<file path="config.mk">
export PLATFORM = sky130hd
export DESIGN_NAME = code5_tx
export DESIGN_NICKNAME = d
export VERILOG_FILES = /design/src/rtl/code5_pkg.sv /design/src/rtl/code5_enc.sv /design/src/rtl/code5_tx.sv
export SDC_FILE = /design/constraint.sdc
export NUM_CORES = 1
export LEC_CHECK = 0
export CAP_MARGIN = 20
export CORE_UTILIZATION = 55
export CTS_BUF_LIST = sky130_fd_sc_hd__clkbuf_8
export CTS_CLUSTER_DIAMETER = 100
export DETAILED_ROUTE_END_ITERATION = 8
export PLACE_DENSITY = 0.88
export RECOVER_POWER = 100
export SLEW_MARGIN = 20
export SYNTH_ARGS = -nofsm -noshare
export SYNTH_HDL_FRONTEND = slang
export SYNTH_SLANG_ARGS = --single-unit
</file>
<file path="constraint.sdc">
create_clock -name clk -period 2.1 [get_ports clk]
set_clock_uncertainty 0.05 [all_clocks]
set_input_delay 0.315 -clock clk [delete_from_list [all_inputs] [get_ports clk]]
set_output_delay 0.315 -clock clk [all_outputs]
set_load 0.02 [all_outputs]
</file>
<file path="src/rtl/code5_pkg.sv">
// rtl/code5_pkg.sv - shared types and helpers for the 5-bit parity-protected BCD code
package code5_pkg;

  typedef enum logic [1:0] {
    IDLE  = 2'd0,
    START = 2'd1,
    DATA  = 2'd2,
    STOP  = 2'd3
  } state_t;

  localparam int CODE_W  = 5;
  localparam int BCD_MAX = 9;

  function automatic logic parity_even(input logic [3:0] digit);
    return ^digit;
  endfunction

endpackage

</file>
<file path="src/rtl/code5_enc.sv">
// rtl/code5_enc.sv - combinational BCD digit to {A,B,C,D,E} codeword encoder
module code5_enc
  import code5_pkg::*;
(
  input  logic [3:0]        din_i,
  output logic [CODE_W-1:0] codeword_o,
  output logic              valid_o
);

  assign codeword_o = {din_i, parity_even(din_i)};
  assign valid_o    = (din_i <= 4'(BCD_MAX));

endmodule

</file>
<file path="src/rtl/code5_tx.sv">
// rtl/code5_tx.sv - framed serial transmitter for the 5-bit parity-protected BCD code
module code5_tx
  import code5_pkg::*;
#(
  parameter int CLKS_PER_BIT = 4
) (
  input  logic              clk,
  input  logic              reset,
  input  logic [3:0]        din,
  input  logic              din_valid,
  output logic              din_ready,
  output logic              tx,
  output logic              busy,
  output logic [CODE_W-1:0] code,
  output logic              err
);

  localparam int CNT_W = $clog2(CLKS_PER_BIT + 1);
  localparam logic [CNT_W-1:0] CNT_MAX = CNT_W'(CLKS_PER_BIT - 1);

  state_t              state_q;
  logic [CNT_W-1:0]    cnt_q;
  logic [2:0]          bit_idx_q;
  logic [CODE_W-1:0]   code_q;
  logic                tx_q;
  logic                busy_q;
  logic                err_q;

  logic [CODE_W-1:0]   enc_code;
  logic                enc_valid;
  logic                cnt_done;

  code5_enc u_enc (
    .din_i      (din),
    .codeword_o (enc_code),
    .valid_o    (enc_valid)
  );

  assign cnt_done  = (cnt_q == CNT_MAX);
  assign din_ready = (state_q == IDLE) && !reset;

  always_ff @(posedge clk) begin
    if (reset) begin
      state_q   <= IDLE;
      cnt_q     <= '0;
      bit_idx_q <= '0;
      code_q    <= '0;
      tx_q      <= 1'b1;
      busy_q    <= 1'b0;
      err_q     <= 1'b0;
    end else begin
      err_q <= 1'b0;
      case (state_q)
        IDLE: begin
          tx_q <= 1'b1;
          if (din_valid) begin
            // An out-of-range digit is consumed but only flagged; the line stays idle.
            if (enc_valid) begin
              state_q   <= START;
              code_q    <= enc_code;
              cnt_q     <= '0;
              bit_idx_q <= '0;
              tx_q      <= 1'b0;
              busy_q    <= 1'b1;
            end else begin
              err_q <= 1'b1;
            end
          end
        end
        START: begin
          if (cnt_done) begin
            state_q <= DATA;
            cnt_q   <= '0;
            tx_q    <= code_q[CODE_W-1];
          end else begin
            cnt_q <= cnt_q + CNT_W'(1);
          end
        end
        DATA: begin
          if (cnt_done) begin
            cnt_q <= '0;
            if (bit_idx_q == 3'd4) begin
              state_q <= STOP;
              tx_q    <= 1'b1;
            end else begin
              bit_idx_q <= bit_idx_q + 3'd1;
              tx_q      <= code_q[3'd3 - bit_idx_q];
            end
          end else begin
            cnt_q <= cnt_q + CNT_W'(1);
          end
        end
        STOP: begin
          if (cnt_done) begin
            state_q <= IDLE;
            cnt_q   <= '0;
            busy_q  <= 1'b0;
          end else begin
            cnt_q <= cnt_q + CNT_W'(1);
          end
        end
        default: begin
          state_q <= IDLE;
          tx_q    <= 1'b1;
          busy_q  <= 1'b0;
        end
      endcase
    end
  end

  assign tx   = tx_q;
  assign busy = busy_q;
  assign code = code_q;
  assign err  = err_q;

endmodule

</file>
# ---- Word level (Yosys, flattened, before mapping)
# Index checks and enable logic that the tools add are counted.
dict set report totals {
  mem_count 0
  mem_bits_rw 0
  romBits 0
  input_bits 7
  latchBits 0
  regBits 16
}
dict set report op_classes {
  add_sub_neg 3
  n_eq_ne 12
  reduce_logical 15
  mux 26
  multipliers 0
  order_cmp 2
  shifts 0
  div_mod_pow 0
  bitwise 2
}
# cell n
set ops {}
lappend ops {{3-bit two-way mux} 5}
lappend ops {{2-bit inequality test, second input constant} 7}
lappend ops {{2-bit two-way mux} 6}
lappend ops {{3-bit case mux with 2 select lines} 2}
lappend ops {{1-bit two-way mux} 9}
lappend ops {{2-bit case mux with 4 select lines} 1}
lappend ops {{3-bit by 1-bit adder with 3-bit output, second input constant} 2}
lappend ops {{3-bit AND reduction} 2}
lappend ops {{6-bit AND reduction} 1}
lappend ops {{3-bit OR reduction} 2}
lappend ops {{5-bit AND reduction} 1}
lappend ops {{2-bit == test, second input constant} 2}
lappend ops {{4-bit less-or-equal comparator, second input constant} 1}
lappend ops {{3-bit by 4-bit < comparator with 1-bit output, second input constant} 1}
lappend ops {{4-bit AND reduction} 1}
lappend ops {{2-bit nonzero test} 2}
lappend ops {{4-bit XOR reduction} 1}
lappend ops {{1-bit binary-select mux with 3-bit select} 1}
lappend ops {{3-bit by 2-bit == test with 1-bit output, second input constant} 1}
lappend ops {{3-bit == test, second input constant} 1}
lappend ops {{1-bit case mux with 3 select lines} 1}
lappend ops {{3-bit nonzero test} 1}
lappend ops {{2-bit by 3-bit subtractor with 3-bit output, first input constant} 1}
lappend ops {{2-bit by 1-bit == test with 1-bit output, second input constant} 1}
lappend ops {{other kinds (6)} 7}

# ---- Longest topological paths before layout
dict set report depth {
  ltp_word 6
  mapped_depth 7
}

# ---- Modules after synthesis
# A second synthesis with hierarchy kept.
dict set report unflattened {
  hier_cells 111
  hier_area_um2 1041.0
}
# mod cells_per_inst instances area_each_um2 seq_area_each_um2
set modules_own_cells {}
lappend modules_own_cells {code5_tx 96 1 925.9 320.3}
lappend modules_own_cells {code5_enc 15 1 115.1 0.0}

# ---- Worst setup path after synthesis
# No wires, ideal clock.
dict set report synth_path {
  path_type {register to register}
  start {reg state_q[0]}
  end {reg state_q[0]}
  arrival_time_ns 1.569
  stages_incl_launch_ff 6
  slack_ns 0.394
  path_cell_list {dfxtp_1 > inv_1 > ha_1 > o32a_1 > or4_1 > o31ai_1}
}
dict set report synth_between {
  elab_chain_len 3
  elab_cells_between_ends 12
  classes_between {9 x eq/ne; 1 x mux; 2 x reduce/logical}
}
# item line_no
set synth_lines {}
lappend synth_lines {{start, declared} code5_tx.sv:21} ;# state_t state_q;
lappend synth_lines {{start signal, assigned} code5_tx.sv:44} ;# state_q <= IDLE;
lappend synth_lines {{start signal, assigned} code5_tx.sv:59} ;# state_q <= START;
lappend synth_lines {{start signal, assigned} code5_tx.sv:72} ;# state_q <= DATA;
lappend synth_lines {{2-bit == test, or another cell as far along} code5_tx.sv:53} ;# case (state_q)
lappend synth_lines {{2-bit inequality test (no line)} --}
lappend synth_lines {{6-bit AND reduction (no line)} --}
# Parallel ways exist; a longest one is shown, timed or not.
# A chain may end at the register's enable or synchronous reset.

# ---- Final worst setup path
dict set report layout_path {
  start {reg state_q[0]}
  end {reg bit_idx_q[0]}
}
dict set report layout_between {
  elab_chain_len 3
  elab_cells_between_ends 9
  classes_between {5 x eq/ne; 1 x mux; 3 x reduce/logical}
}
# item line_no
set layout_lines {}
lappend layout_lines {{2-bit == test or 2-bit logical NOT (tied branches)} code5_tx.sv:53}
lappend layout_lines {{2-bit inequality test (no line) or 2-bit nonzero test (tied branches)} --}
lappend layout_lines {{5-bit AND reduction (no line)} --}
lappend layout_lines {{end signal, assigned} code5_tx.sv:86} ;# bit_idx_q <= bit_idx_q + 3'd1;
lappend layout_lines {{end, declared} code5_tx.sv:23} ;# logic [2:0] bit_idx_q;
# Parallel ways exist; a longest one is shown, timed or not.

==> flow_metrics.tcl <==
set metrics [dict create \
    synth_edf_count 0 \
    crit_chain "inv_1 > ha_1 > a21boi_2 > a21boi_2 > or4_1 > o31ai_1" \
    grt_pass1_vias 1033 \
    max-clock-path-buffers 2 \
    synth.most_common_cell "dfxtp_1" \
    path_class "flop to flop" \
    drive_above_1_share_pct 14.3 \
    post-route-util_pct 74.2 \
    syn_area_per_cell_um2 8.86 \
    die_w_um 45.2 \
    relSlewSlack_pct 75.1 \
    clock_power_share_pct 19.2 \
    timing.setup.tns_ns 0 \
    p_int_mw 0.856 \
    initial_core_util_pct 58.9 \
    max_freq_mhz 508 \
    portBuffers 15 \
    wire_per_inst_um 15.7 \
    drtAntennaViolNets 0 \
    pwr-share-seq_pct 27.6 \
    cpPeakStageDelay_ns 0.51 \
    synth_cells 116 \
    seq_area_frac_synth_pct 31.2 \
    cp-end-kind "flop" \
    clock_latency_ns 0.26 \
    synth_xor_xnor_area_share_pct 0.853 \
    yosysTopAreaCell "dfxtp_1" \
    synthArstFlopShare_pct 0 \
    syn-cell-area_mm2 0.00103 \
    dieArea_mm2 0.00204 \
    crit_top_cell "a21boi_2" \
    ios 16 \
    postCtsHoldBufs 0 \
    nets 160 \
    muxShareOfSynthArea_pct 3.29 \
    synth-adder-area-share_pct 14.6 \
    dieHeight_um 45.2 \
    clk_pin_slew_ns 0.07 \
    clock-sinks 16 \
    start_kind "flop" \
    place_hpwl_mm 1.95 \
    ys.flop_type "dfxtp_1" \
    core_mm2 0.00175 \
    overflow 0 \
    drtPass1Iterations 4 \
    finalMaxSlewViolations 0 \
    yosys_warnings 0 \
    setup_slack_ns 0.131 \
    hold_violations 0 \
    period_share_pct 93.8 \
    post_cts_buffers 0 \
    gp_congestion 0.773 \
    syn-num-nets 135 \
    dpl_worst_slack_ns -0.0888 \
    first_iter_violations 39 \
    cap_viol_max_count 0 \
    final_area_mm2 0.00129 \
    post_dp_cell_area_mm2 0.00125 \
    antenna_found_initial 0 \
    rsz0062_at_grt "no" \
    grt_max_degree 21 \
    synth_top_family_by_area "compound AO/OA/AOI/OAI gates" \
    status "completed" \
    syn_to_final_growth_pct 26.1 \
    vias 1024 \
    cp.arrival_ns 2.09 \
    ys_ff_latch 16 \
    critical_path_required_ns 2.23 \
    rows 15 \
    critical_path.max_fanout 8 \
    ir_drop_mv 0.649 \
    cts_inserted_buffers 3 \
    wirelength_mm 2.59 \
    yosys-top-cells-count "dfxtp_1 (16), ha_1 (12), a21oi_1 (9), inv_1 (9)" \
    critPathSlowestCell "or4_1" \
    switchingPower_mw 0.597 \
    synthTopCellsByArea "dfxtp_1 (31%), ha_1 (15%), a21oi_1 (4.4%), nand3_1 (3.9%), inv_1 (3.3%)" \
    min_period_ns 1.97 \
    cts_tree "yes" \
    power.share.combinational_pct 53.2 \
    max_slew.worst_pin.slew_ns 0.373 \
    worstHoldPathType "flop to flop" \
    diodes 0 \
    synth_cell_types 37 \
    yosys.area_share.simple_pct 20.8 \
    cts-root-buf "clkbuf_8" \
    avgViaCountPerCell 6.21 \
    grt_pass1_wl_mm 4.29 \
    leakagePower_nw 0.540 \
    grt.total_usage_pct 29.4 \
    synth_top_area_share_pct 31.2 \
    total_power_mw 1.45 \
    htree_levels 1 \
    synth_compound_area_share_pct 24.6 \
    switching_share_pct 41.1 \
    cts_resized 1 \
    p_per_area_mw_per_mm2 1120 \
    final-setup-viol-count 0 \
    drc_errors 0 \
]
[state kept, by name (all words and copies together), names as in the netlist]
name,flops
bit_idx_q,3
busy,1
cnt_q,3
code,5
err,1
state_q,2
tx,1
[per-stage QoR]
| stage | instances | hold WS [ns] |
|---|---|---|
| CTS | 165 | 0.438 |
| floorplan | 116 | 0.386 |
| global route | 165 | 0.466 |
| global placement | 161 | 0.405 |
| detailed placement | 161 | 0.418 |
| finish | 165 | 0.436 |
[cell families (layout without fill, tap and decap cells)]
logic type	Yosys count	after routing
AND/OR/NAND/NOR	39	39
AO/OA/AOI/OAI	34	34
flip-flops	16	16
adder cells (fa/ha/maj)	12	12
buffers and inverters	12	36
multiplexers	2	2
XOR/XNOR	1	1
[final cells by class]
| class | count | area, um2 |
|---|---|---|
| Tap cell | 25 | 31.3 |
| Timing Repair Buffer | 23 | 203 |
| Inverter | 9 | 33.8 |
| Clock buffer | 4 | 55.1 |
| Fill cell | 132 | 450 |
| Sequential cell | 16 | 320 |
| Multi-Input combinational cell | 88 | 652 |
[worst max-delay path, delay by kind of cell (launching register included)]
kind	cells	cell delay (ns)
AND/OR/NAND/NOR	1	0.51
flip-flops	1	0.33
buffers and inverters	1	0.13
AO/OA/AOI/OAI	3	0.52
adder cells (fa/ha/maj)	1	0.33
[power by group through the flow]
stage	clock network [mW]	registers, mW	logic, mW
after CTS	0.279	0.402	0.790
after detailed placement	0	0.408	0.783
final	0.279	0.402	0.773
after global routing	0.286	0.407	0.846
after global placement	0	0.403	0.741
after floorplan	0	0.438	0.471
[routing by layer]
metal	vias up	routed length, um	GRT usage [%]
li1	473	-	-
met1	493	1030	31.6
met2	47	1320	53.6
met3	11	143	4.80
met4	0	100	17.0
met5	-	0	0
[layout by cell type, fill, tap and decap left out, drive strengths merged]
cell	count
clkbuf	7
a41oi	1
ha	12
nand2	8
o21ai	7
mux4	1
a21boi	2
nor4	1
a31o	2
dlygate4sd3	8
or3	1
nand3b	1
nor2	6
o211ai	1
o2111a	1
nand3	8
clkdlybuf4s50	6
mux2	1
or4	3
o32a	1
a21oi	9
buf	5
and3b	1
xnor2	1
o21bai	1
inv	9
o31ai	4
nor2b	1
nand2b	5
a211oi	5
and2b	2
dlygate4sd2	1
dfxtp	16
and3	1
nor3b	1
[final timing paths]
kind | startpoint | end | slack, ns | depth (start not counted)
hold reg to reg | cnt_q[1]$_SDFFE_PP0P_ | cnt_q[1]$_SDFFE_PP0P_ | 0.44 | 2
hold / removal | cnt_q[1]$_SDFFE_PP0P_ | cnt_q[1]$_SDFFE_PP0P_ | 0.44 | 2
setup reg to reg | state_q[0]$_SDFFE_PP0P_ | bit_idx_q[0]$_SDFFE_PP0P_ | 0.13 | 6
setup / recovery | state_q[0]$_SDFFE_PP0P_ | bit_idx_q[0]$_SDFFE_PP0P_ | 0.13 | 6
Note: power is estimated with default switching activity, not from simulation.
